===== src/rtl/shared_vram_arbiter_if.sv =====
// Bus between the two CPU front-ends and the shared-VRAM arbiter:
// window requests in, owner select / WAIT / grant status out.
interface shared_vram_arbiter_if;
    logic a_req;
    logic b_req;
    logic ab_sel;
    logic a_waitn;
    logic b_waitn;
    logic a_granted;
    logic b_granted;

    modport master (
        output a_req, b_req,
        input  ab_sel, a_waitn, b_waitn, a_granted, b_granted
    );

    modport slave (
        input  a_req, b_req,
        output ab_sel, a_waitn, b_waitn, a_granted, b_granted
    );
endinterface


===== src/rtl/shared_vram_arbiter.sv =====
// CPU A / CPU B arbiter for the shared VRAM window (0xC800-0xFFFF); drives AB_Sel and Z80 WAIT.
// Define SHARED_VRAM_ARB_ROUND_ROBIN_EN to alternate tie winners; otherwise CPU A always wins ties.
module shared_vram_arbiter #(
    parameter int ACC_CYCLES  = 2,
    parameter int TURN_CYCLES = 1,
    parameter int CNT_W       = 4
) (
    input  logic                  clk,
    input  logic                  reset,
    shared_vram_arbiter_if.slave  bus
);

    localparam logic [1:0] IDLE    = 2'd0;
    localparam logic [1:0] TURN    = 2'd1;
    localparam logic [1:0] GRANT_A = 2'd2;
    localparam logic [1:0] GRANT_B = 2'd3;

    localparam logic [CNT_W-1:0] ACC_LOAD  = CNT_W'(ACC_CYCLES - 1);
    localparam logic [CNT_W-1:0] TURN_LOAD = CNT_W'(TURN_CYCLES - 1);
    localparam logic [CNT_W-1:0] CNT_ONE   = CNT_W'(1);

    logic [1:0]       state;
    logic [CNT_W-1:0] cnt;
    logic             ab_sel_q;
    logic             a_granted_q;
    logic             b_granted_q;
    logic             win_b;
    logic             owner_req;

`ifdef SHARED_VRAM_ARB_ROUND_ROBIN_EN
    logic prio;  // 0 = A wins ties, 1 = B wins ties
`else
    localparam logic prio = 1'b0;
`endif

    always_comb begin
        win_b     = bus.b_req & (~bus.a_req | prio);
        owner_req = ab_sel_q ? bus.b_req : bus.a_req;
    end

    // NOTE: all state below uses non-blocking assignments so every register samples pre-edge values.
    always_ff @(posedge clk or posedge reset) begin
        if (reset) begin
            state       <= IDLE;
            cnt         <= '0;
            ab_sel_q    <= 1'b0;
            a_granted_q <= 1'b0;
            b_granted_q <= 1'b0;
`ifdef SHARED_VRAM_ARB_ROUND_ROBIN_EN
            prio        <= 1'b0;
`endif
        end else begin
            a_granted_q <= 1'b0;
            b_granted_q <= 1'b0;
            case (state)
                IDLE: begin
                    if (bus.a_req | bus.b_req) begin
                        if (win_b == ab_sel_q) begin
                            state <= win_b ? GRANT_B : GRANT_A;
                            cnt   <= ACC_LOAD;
                        end else begin
                            ab_sel_q <= win_b;
                            cnt      <= TURN_LOAD;
                            state    <= TURN;
                        end
                    end
                end
                TURN: begin
                    if (!owner_req) begin
                        state <= IDLE;
                    end else if (cnt == '0) begin
                        state <= ab_sel_q ? GRANT_B : GRANT_A;
                        cnt   <= ACC_LOAD;
                    end else begin
                        cnt <= cnt - CNT_ONE;
                    end
                end
                GRANT_A, GRANT_B: begin
                    if (!owner_req) begin
                        state <= IDLE;
`ifdef SHARED_VRAM_ARB_ROUND_ROBIN_EN
                        prio  <= ~ab_sel_q;
`endif
                    end else begin
                        if (cnt != '0) cnt <= cnt - CNT_ONE;
                        // Grant flags are a registered decode of the saturated count, one edge behind it.
                        a_granted_q <= (state == GRANT_A) && (cnt == '0);
                        b_granted_q <= (state == GRANT_B) && (cnt == '0);
                    end
                end
                default: state <= IDLE;
            endcase
        end
    end

    assign bus.ab_sel    = ab_sel_q;
    assign bus.a_granted = a_granted_q;
    assign bus.b_granted = b_granted_q;
    assign bus.a_waitn   = ~(bus.a_req & ~a_granted_q);
    assign bus.b_waitn   = ~(bus.b_req & ~b_granted_q);

endmodule

===== src/flat_wrapper.sv =====
// flat-port wrapper written by rule: the top's interface ports become plain ports
module shared_vram_arbiter_flat 
#(
    parameter int ACC_CYCLES  = 2,
    parameter int TURN_CYCLES = 1,
    parameter int CNT_W       = 4
)
  (clk, reset, bus_a_req, bus_b_req, bus_ab_sel, bus_a_waitn, bus_b_waitn, bus_a_granted, bus_b_granted);
  shared_vram_arbiter_if bus_i ();
  input  logic clk;
  input  logic reset;
  input wire logic [$bits(bus_i.a_req)-1:0] bus_a_req;
  input wire logic [$bits(bus_i.b_req)-1:0] bus_b_req;
  output wire logic [$bits(bus_i.ab_sel)-1:0] bus_ab_sel;
  output wire logic [$bits(bus_i.a_waitn)-1:0] bus_a_waitn;
  output wire logic [$bits(bus_i.b_waitn)-1:0] bus_b_waitn;
  output wire logic [$bits(bus_i.a_granted)-1:0] bus_a_granted;
  output wire logic [$bits(bus_i.b_granted)-1:0] bus_b_granted;
  assign bus_i.a_req = bus_a_req;
  assign bus_i.b_req = bus_b_req;
  assign bus_ab_sel = bus_i.ab_sel;
  assign bus_a_waitn = bus_i.a_waitn;
  assign bus_b_waitn = bus_i.b_waitn;
  assign bus_a_granted = bus_i.a_granted;
  assign bus_b_granted = bus_i.b_granted;
  shared_vram_arbiter #(.ACC_CYCLES(ACC_CYCLES), .TURN_CYCLES(TURN_CYCLES), .CNT_W(CNT_W)) u_core (.clk(clk), .reset(reset), .bus(bus_i));
endmodule

===== config.mk =====
export PLATFORM = sky130hd
export DESIGN_NAME = shared_vram_arbiter_flat
export DESIGN_NICKNAME = d
export VERILOG_FILES = /design/src/rtl/shared_vram_arbiter_if.sv /design/src/rtl/shared_vram_arbiter.sv /design/src/flat_wrapper.sv
export SDC_FILE = /design/constraint.sdc
export NUM_CORES = 1
export LEC_CHECK = 0
export BUFFER_PORTS_ARGS = -buffer_cell sky130_fd_sc_hd__buf_4
export CAP_MARGIN = 10
export CORE_AREA = 8 8 45 47
export CTS_CLUSTER_DIAMETER = 150
export CTS_CLUSTER_SIZE = 10
export DETAILED_ROUTE_END_ITERATION = 10
export DIE_AREA = 0 0 53 55
export PLACE_DENSITY = 0.74
export SYNTH_ARGS = -nofsm -noshare
export SYNTH_HDL_FRONTEND = slang
export SYNTH_SLANG_ARGS = --single-unit
export TNS_END_PERCENT = 100

===== constraint.sdc =====
create_clock -name clk -period 2.8 [get_ports clk]
set_input_delay 0.28 -clock clk [delete_from_list [all_inputs] [get_ports clk]]
set_output_delay 0.28 -clock clk [all_outputs]
set_load 0.01 [all_outputs]

# After elaboration in Yosys (flattened, before gate mapping)

Cells that the tools add are included.

Output and inout bits: 5
Register bits after elaboration: 9
Logic and storage cells: 55
Bits of input ports: 4

Mux-type cells: 20
Add/sub/neg operators: 1
Reduce and logical (&&, ||, !) cells: 9
Equal/unequal tests: 10
Bitwise logic cells: 10

Operator list:

| kind                  | count |
|---|---|
| $mux W4               | 5 |
| $pmux W4 S3           | 1 |
| $mux W2               | 5 |
| $mux W1               | 8 |
| $ne A2 B1 Y1 const B  | 4 |
| $not A1 Y1            | 6 |
| $pmux W2 S3           | 1 |
| $reduce_and A3 Y1     | 2 |
| $eq A2 B2 Y1 const B  | 2 |
| $logic_not A4 Y1      | 1 |
| $reduce_and A4 Y1     | 1 |
| $reduce_bool A4 Y1    | 1 |
| $sub A4 B1 Y4 const B | 1 |
| $and A1 B1 Y1         | 3 |
| $ne A3 B3 Y1 const B  | 1 |
| $eq A2 B1 Y1 const B  | 1 |
| $logic_and A1 B1 Y1   | 2 |
| $logic_not A2 Y1      | 1 |
| $ne A2 B2 Y1 const B  | 1 |
| $reduce_or A2 Y1      | 1 |
| $eq A1 B1 Y1          | 1 |
| $or A1 B1 Y1          | 1 |

# Depth between registers and ports, before layout

Gate-level depths: netlist of the first run.

Depth in word-level cells: 6
Gate-level depth with buffers: 7
Depth with buffers taken out: 6

# Worst setup path before layout of the first run

OpenSTA, ideal clock, no wires.

Path type: register -> register
Start point: register u_core.cnt[0]
End point: register u_core.state[0]
Period minus slack after synthesis: 1.642 ns
Setup time: 0.127 ns
Data required time: 2.673 ns
Path buffers: 1
Setup slack: 1.158 ns
Cell stages (with the launch flop): 8
Data arrival time: 1.514 ns
Cell sequence: dfrtp_1 inv_1 ha_1 or3b_1 buf_2 o211a_1 a21oi_1 o22ai_1

Longest elaborated chain between the ends: 3

RTL lines:

| element                     | RTL line                  | text |
|---|---|---|
| start, declared             | shared_vram_arbiter.sv:23 | `logic [CNT_W-1:0] cnt;` |
| start signal, assigned      | shared_vram_arbiter.sv:75 | `cnt <= cnt - CNT_ONE;` |
| start signal, assigned      | shared_vram_arbiter.sv:85 | `if (cnt != '0) cnt <= cnt - CNT_ONE;` |
| $logic_not A4 Y1            | shared_vram_arbiter.sv:71 | `end else if (cnt == '0) begin` |
| $ne A3 B3 Y1 (no line)      | n/a                       |  |
| $reduce_and A3 Y1 (no line) | n/a                       |  |
| end signal, assigned        | shared_vram_arbiter.sv:59 | `state <= win_b ? GRANT_B : GRANT_A;` |
| end signal, assigned        | shared_vram_arbiter.sv:72 | `state <= ab_sel_q ? GRANT_B : GRANT_A;` |
| end, declared               | shared_vram_arbiter.sv:22 | `logic [1:0] state;` |

Every way passes these cells.
A chain may end at the register's enable or synchronous reset.

# Worst setup path in the final report of the first run

Same ends and word-level chain as after synthesis.

==> metrics.txt, run 1 <==
status finished, final reports clean; Hold WS 0.245 ns; LEAKAGE 0.315 nW; pin count of the biggest net entering global routing 10; TritonRoute pass-1 iters 4; Flop pwr share 0.334; Finished Cell Area 687 sq um; Initial DRC Count 7; Gate power share 0.525; Remaining Overflow, GRT 0; cts hold-fix bufs 1; Yosys Warn Count 0; Worst setup SP type register; # diodes 0; Sw Pwr 346 uW; Slew HR 0.656; total number of vias 498; initial core utilization 0.416; Post-CTS Setup Inserts 0; Worst Path Arrival 1.96 ns; height of the die 55 um; Fin. Hold Viols 0; Area Growth Syn to Fin 19.3%; distinct cell type count after synthesis 31; PortBufs 8; post-synthesis average cell area 9.76 sq um; sw frac 0.455; Setup Crit Path Kind reg -> reg; CTS Buf Count 3; sequential area share after synthesis 0.391; Int Power 414 uW; DRC 0; final WL 1290 um; Worst Skew 0.00891 ns; Worst setup EP type register; leading area contributor after synthesis dfrtp_1; Peak Freq 0.551 GHz; share of cells above drive strength 1 0.282; count leader, synth dfrtp_1; Final Cycle Share 0.648; DR WL/cell 14.8 um; PwrDens 1110 mW/mm^2; io pins 9; syn nets 66; worst ir drop on vdd 450 uV; Core Area 0.00138 sq mm; Period minus WS final 1.81 ns; number of H-tree levels 1; clk_lat worst skew 0.27 ns; Pins Over Slew Limit 0; # rows 14; root buffer cell clkbuf_4; placed instance count 82; fin nets 79; Commonest cells post-synth 9 x dfrtp_1, 5 x inv_1, 5 x o21ai_0; Clock Tree Buf Depth 2; Die Wd 53 um; HPWL after DPL 967 um; Layout Cells excl Fill 87; largest fanout on the critical path 9; CTS resizes 0; first-pass GRT wire length 2170 um; Clk network pwr share 0.141; Overall Global Routing Usage 0.103; Slew @ Worst Pin 0.516 ns; initial antenna violation count 0; vias in the first global route 492; top_reg_cell synth dfrtp_1; Final GP Congestion 0.822; Area contributors post-synth dfrtp_1 39%, ha_1 6.5%, o21ai_0 4.3%; CTS tree built; Total Neg Setup Slack 0 ns; Placed Area 651 sq um; HP Class in -> reg; Final Setup Violations 0; MaxCap Viol Count 0; total clock sinks 9; cell count after synthesis 59; CTS clk-pin slew, worst paths 0.07 ns; Synth Register Bits 9; ys async rst share 1.00; Yosys top cell area share 0.391; RSZ-0062 raised after global routing no; CP Data Required Time 2.94 ns; Post-DRT Antenna Nets 0; synthesized cell area 576 sq um; die area 0.00292 sq mm; Vias/cell 5.72; number of synthesized flops with an enable pin 0
-- power groups by stage --
stage                     Clock, mW  Sequential [mW]  Combinational (mW)
final                         0.107            0.254               0.399
after detailed placement          0            0.254               0.396
after floorplan                   0            0.243               0.310
after global routing          0.113            0.265               0.453
after CTS                     0.107            0.252               0.399
after global placement            0            0.253               0.383
-- metrics by stage --
stage                     setup WS [ns]   util  power, mW
after CTS                         0.988  0.496      0.759
after global routing              0.870  0.496      0.831
final                             0.986  0.496      0.760
after detailed placement           1.00  0.470      0.651
after floorplan                    1.16      -      0.553
after global placement             1.08  0.470      0.636
-- flip-flops by register name, summed over array words and instances, names as in the netlist --
| register | count |
|---|---|
| u_core.cnt | 4 |
| u_core.state | 2 |
| u_core.bus.a_granted | 1 |
| u_core.bus.ab_sel | 1 |
| u_core.bus.b_granted | 1 |
-- cell type report --
class	count	area [sq um]
Multi-Input combinational cell	44	327
Fill cell	145	697
Clock buffer	4	26.3
Sequential cell	9	225
Inverter	5	18.8
Timing Repair Buffer	9	70.1
Tap cell	16	20.0
-- worst max-delay path, cell delays in order, from the launching register on --
cell and delay [ns]:
dfrtp_1 0.41, inv_1 0.14, ha_1 0.18, or3b_1 0.49, o211a_1 0.26, a21oi_1 0.11
o22ai_1 0.10
-- layer usage --
layer	up-vias	wire length, um	track usage
met5	-	0	0
met4	0	56	0.108
met3	5	55	0.0214
met2	9	621	0.156
met1	240	557	0.116
li1	244	-	-
-- worst paths after layout --
path / from / endpoint / slack (ns) / cells past startpoint
max in group asynchronous: reset / u_core.bus.b_granted / 2.01 / 3
min in group asynchronous: reset / u_core.state[1] / 0.53 / 3
max: u_core.cnt[0] / u_core.state[0] / 0.99 / 6
min reg2reg: u_core.state[0] / u_core.bus.a_granted / 0.57 / 1
min: bus_a_req / u_core.bus.ab_sel / 0.25 / 2
max reg2reg: u_core.cnt[0] / u_core.state[0] / 0.99 / 6
-- kinds of logic (layout without fill, tap and decap cells) --
group / after synthesis / count (layout) / share of synthesized area
and+or+nand+nor: 21 / 21 / 0.217
AOI/OAI and AO/OA: 19 / 19 / 0.259
DFF: 9 / 9 / 0.391
buffers and inverters: 6 / 18 / 0.0413
adders and majority gates: 3 / 3 / 0.0652
muxes: 1 / 1 / 0.0261
-- cells in the final DEF (no fill, tap or decap), types with 2 or more instances in the layout --
| cell | netlist | layout |
|---|---|---|
| ha_1 | 3 | 3 |
| inv_1 | 5 | 5 |
| nand2_1 | 4 | 4 |
| nor3_1 | 4 | 4 |
| a31oi_1 | 2 | 2 |
| clkbuf_4 | 0 | 3 |
| buf_4 | 0 | 8 |
| nor2_1 | 4 | 4 |
| o21ai_0 | 5 | 5 |
| dfrtp_1 | 9 | 9 |
No activity file was read; power rests on OpenSTA's default activity.
==> run 2: changes to the inputs <==
--- a/config.mk
+++ b/config.mk
@@ -12,7 +12,7 @@
 export CTS_CLUSTER_SIZE = 10
 export DETAILED_ROUTE_END_ITERATION = 10
 export DIE_AREA = 0 0 53 55
-export PLACE_DENSITY = 0.74
+export PLACE_DENSITY = 0.76
 export SYNTH_ARGS = -nofsm -noshare
 export SYNTH_HDL_FRONTEND = slang
 export SYNTH_SLANG_ARGS = --single-unit
==> constraint.sdc (replaced) <==
create_clock -name clk -period 1.5 [get_ports clk]
set_input_delay 0.15 -clock clk [delete_from_list [all_inputs] [get_ports clk]]
set_output_delay 0.15 -clock clk [all_outputs]
set_load 0.01 [all_outputs]
==> metrics.txt, run 2 (same netlist as run 1, synthesis figures left out) <==
commonest non-fill, non-tap cell in the layout buf_4; initial core utilization 0.416; biggest regs u_core.cnt x4, u_core.state x2; RR Endpoint u_core.state[0]; worst ir drop on vdd 1290 uV; Total Neg Setup Slack -0.0968 ns; Core Area 0.00138 sq mm; Final Cycle Share 1.04; TritonRoute pass-1 iters 4; setup slack after layout -0.0550 ns; Post-DRT Antenna Nets 0; CP Data Required Time 1.66 ns; failing checks negative setup slack; Fin. Hold Viols 0; largest fanout on the critical path 7; Initial DRC Count 8; fin nets 93; io pins 9; HPWL after DPL 1050 um; DR WL/cell 14.1 um; pin count of the biggest net entering global routing 10; initial antenna violation count 0; first-pass GRT wire length 2390 um; RSZ-0062 raised after global routing yes; Top reg by flops u_core.cnt; Overall Global Routing Usage 0.114; Worst Skew 0.00170 ns; MaxCap Viol Count 0; Hold WS 0.147 ns; status finished with violations; commonest cells after routing, fill and taps aside 22 x buf_4, 9 x dfrtp_1, 5 x o21ai_0; reg2reg setup slack -0.05 ns; vias in the first global route 542; Slew @ Worst Pin 0.366 ns; number of H-tree levels 1; Finished Cell Area 825 sq um; worst r2r path cells 6; worst r2r src u_core.cnt[0]; HP Class in -> reg; height of the die 55 um; hold depth 2; CTS tree built; Remaining Overflow, GRT 0; CTS clk-pin slew, worst paths 0.07 ns; Peak Freq 0.643 GHz; clk_lat worst skew 0.28 ns; CTS Buf Count 3; # rows 14; Slew HR 0.756; final WL 1420 um; Area Growth Syn to Fin 43.3%; PwrDens 2130 mW/mm^2; WHS Endpoint u_core.bus.ab_sel; # diodes 0; Worst setup SP type register; Pins Over Slew Limit 0; pre-CTS WS -0.103 ns; max FFs per register 4; total clock sinks 9; Placed Area 753 sq um; Final Setup Violations 4; total number of vias 555; LEAKAGE 0.390 nW; Clock Tree Buf Depth 2; Final GP Congestion 0.866; Worst Path Arrival 1.71 ns; DRC 0; Layout Utilization 0.596; Period minus WS final 1.55 ns; min-delay src bus_a_req; PortBufs 8; Vias/cell 5.50; die area 0.00292 sq mm; Setup Crit Path Kind reg -> reg; share of cells above drive strength 1 0.482; Die Wd 53 um; Worst setup EP type register; root buffer cell clkbuf_4
[run 2: how the worst max path moves through the flow]
stage,startpoint,slack [ns],endpoint
2_1_floorplan,u_core.cnt[0],-0.08,u_core.state[0]
3_3_place_gp,u_core.cnt[0],-0.06,u_core.state[0]
3_5_place_dp,u_core.cnt[1],-0.10,u_core.state[0]
4_1_cts,u_core.cnt[0],-0.04,u_core.state[0]
5_1_grt,u_core.cnt[0],-0.09,u_core.state[0]
6_report,u_core.cnt[0],-0.05,u_core.state[0]
[run 2: cell type report]
| class | instances | area (sq um) |
|---|---|---|
| clock buffers | 3 | 22.5 |
| inverters | 5 | 18.8 |
| multi-input cells | 44 | 358 |
| clock inverters | 1 | 5.00 |
| well taps | 16 | 20.0 |
| fillers | 120 | 559 |
| flip-flops and latches | 9 | 225 |
| repair buffers | 23 | 175 |
[run 2: critical path: stages (launching register included)]
cell	delay, ns
dfrtp_1	0.40
inv_2	0.08
ha_4	0.11
or3b_4	0.41
o211a_1	0.25
a21oi_2	0.10
o22ai_1	0.08
[run 2: repair_timing]
action,4_1_cts,5_1_grt
gates resized for setup,2,1
hold buffers,1,0
setup endpoints to repair,5,6
pin swaps,0,2
hold endpoints to repair,9,0
buffers inserted,2,1
[run 2: per-layer routing]
metal  routed length (um)  track usage  up-vias
met5                    0            0        -
met4                   48       0.0905        0
met3                   51       0.0160        5
met2                  704        0.193       12
met1                  619        0.127      264
li1                     -            -      274
[run 2: power by group]
group / switching, mW / internal (mW)
Combinational: 0.558 / 0.577
Sequential: 0.0767 / 0.340
Clock: 0.107 / 0.0990
Total: 0.741 / 1.02
[run 2: metrics by stage]
stage / total power, mW / instances
2_1_floorplan: 1.09 / 59
3_3_place_gp: 1.43 / 93
5_1_grt: 1.90 / 101
4_1_cts: 1.73 / 100
3_5_place_dp: 1.46 / 93
6_report: 1.76 / 101
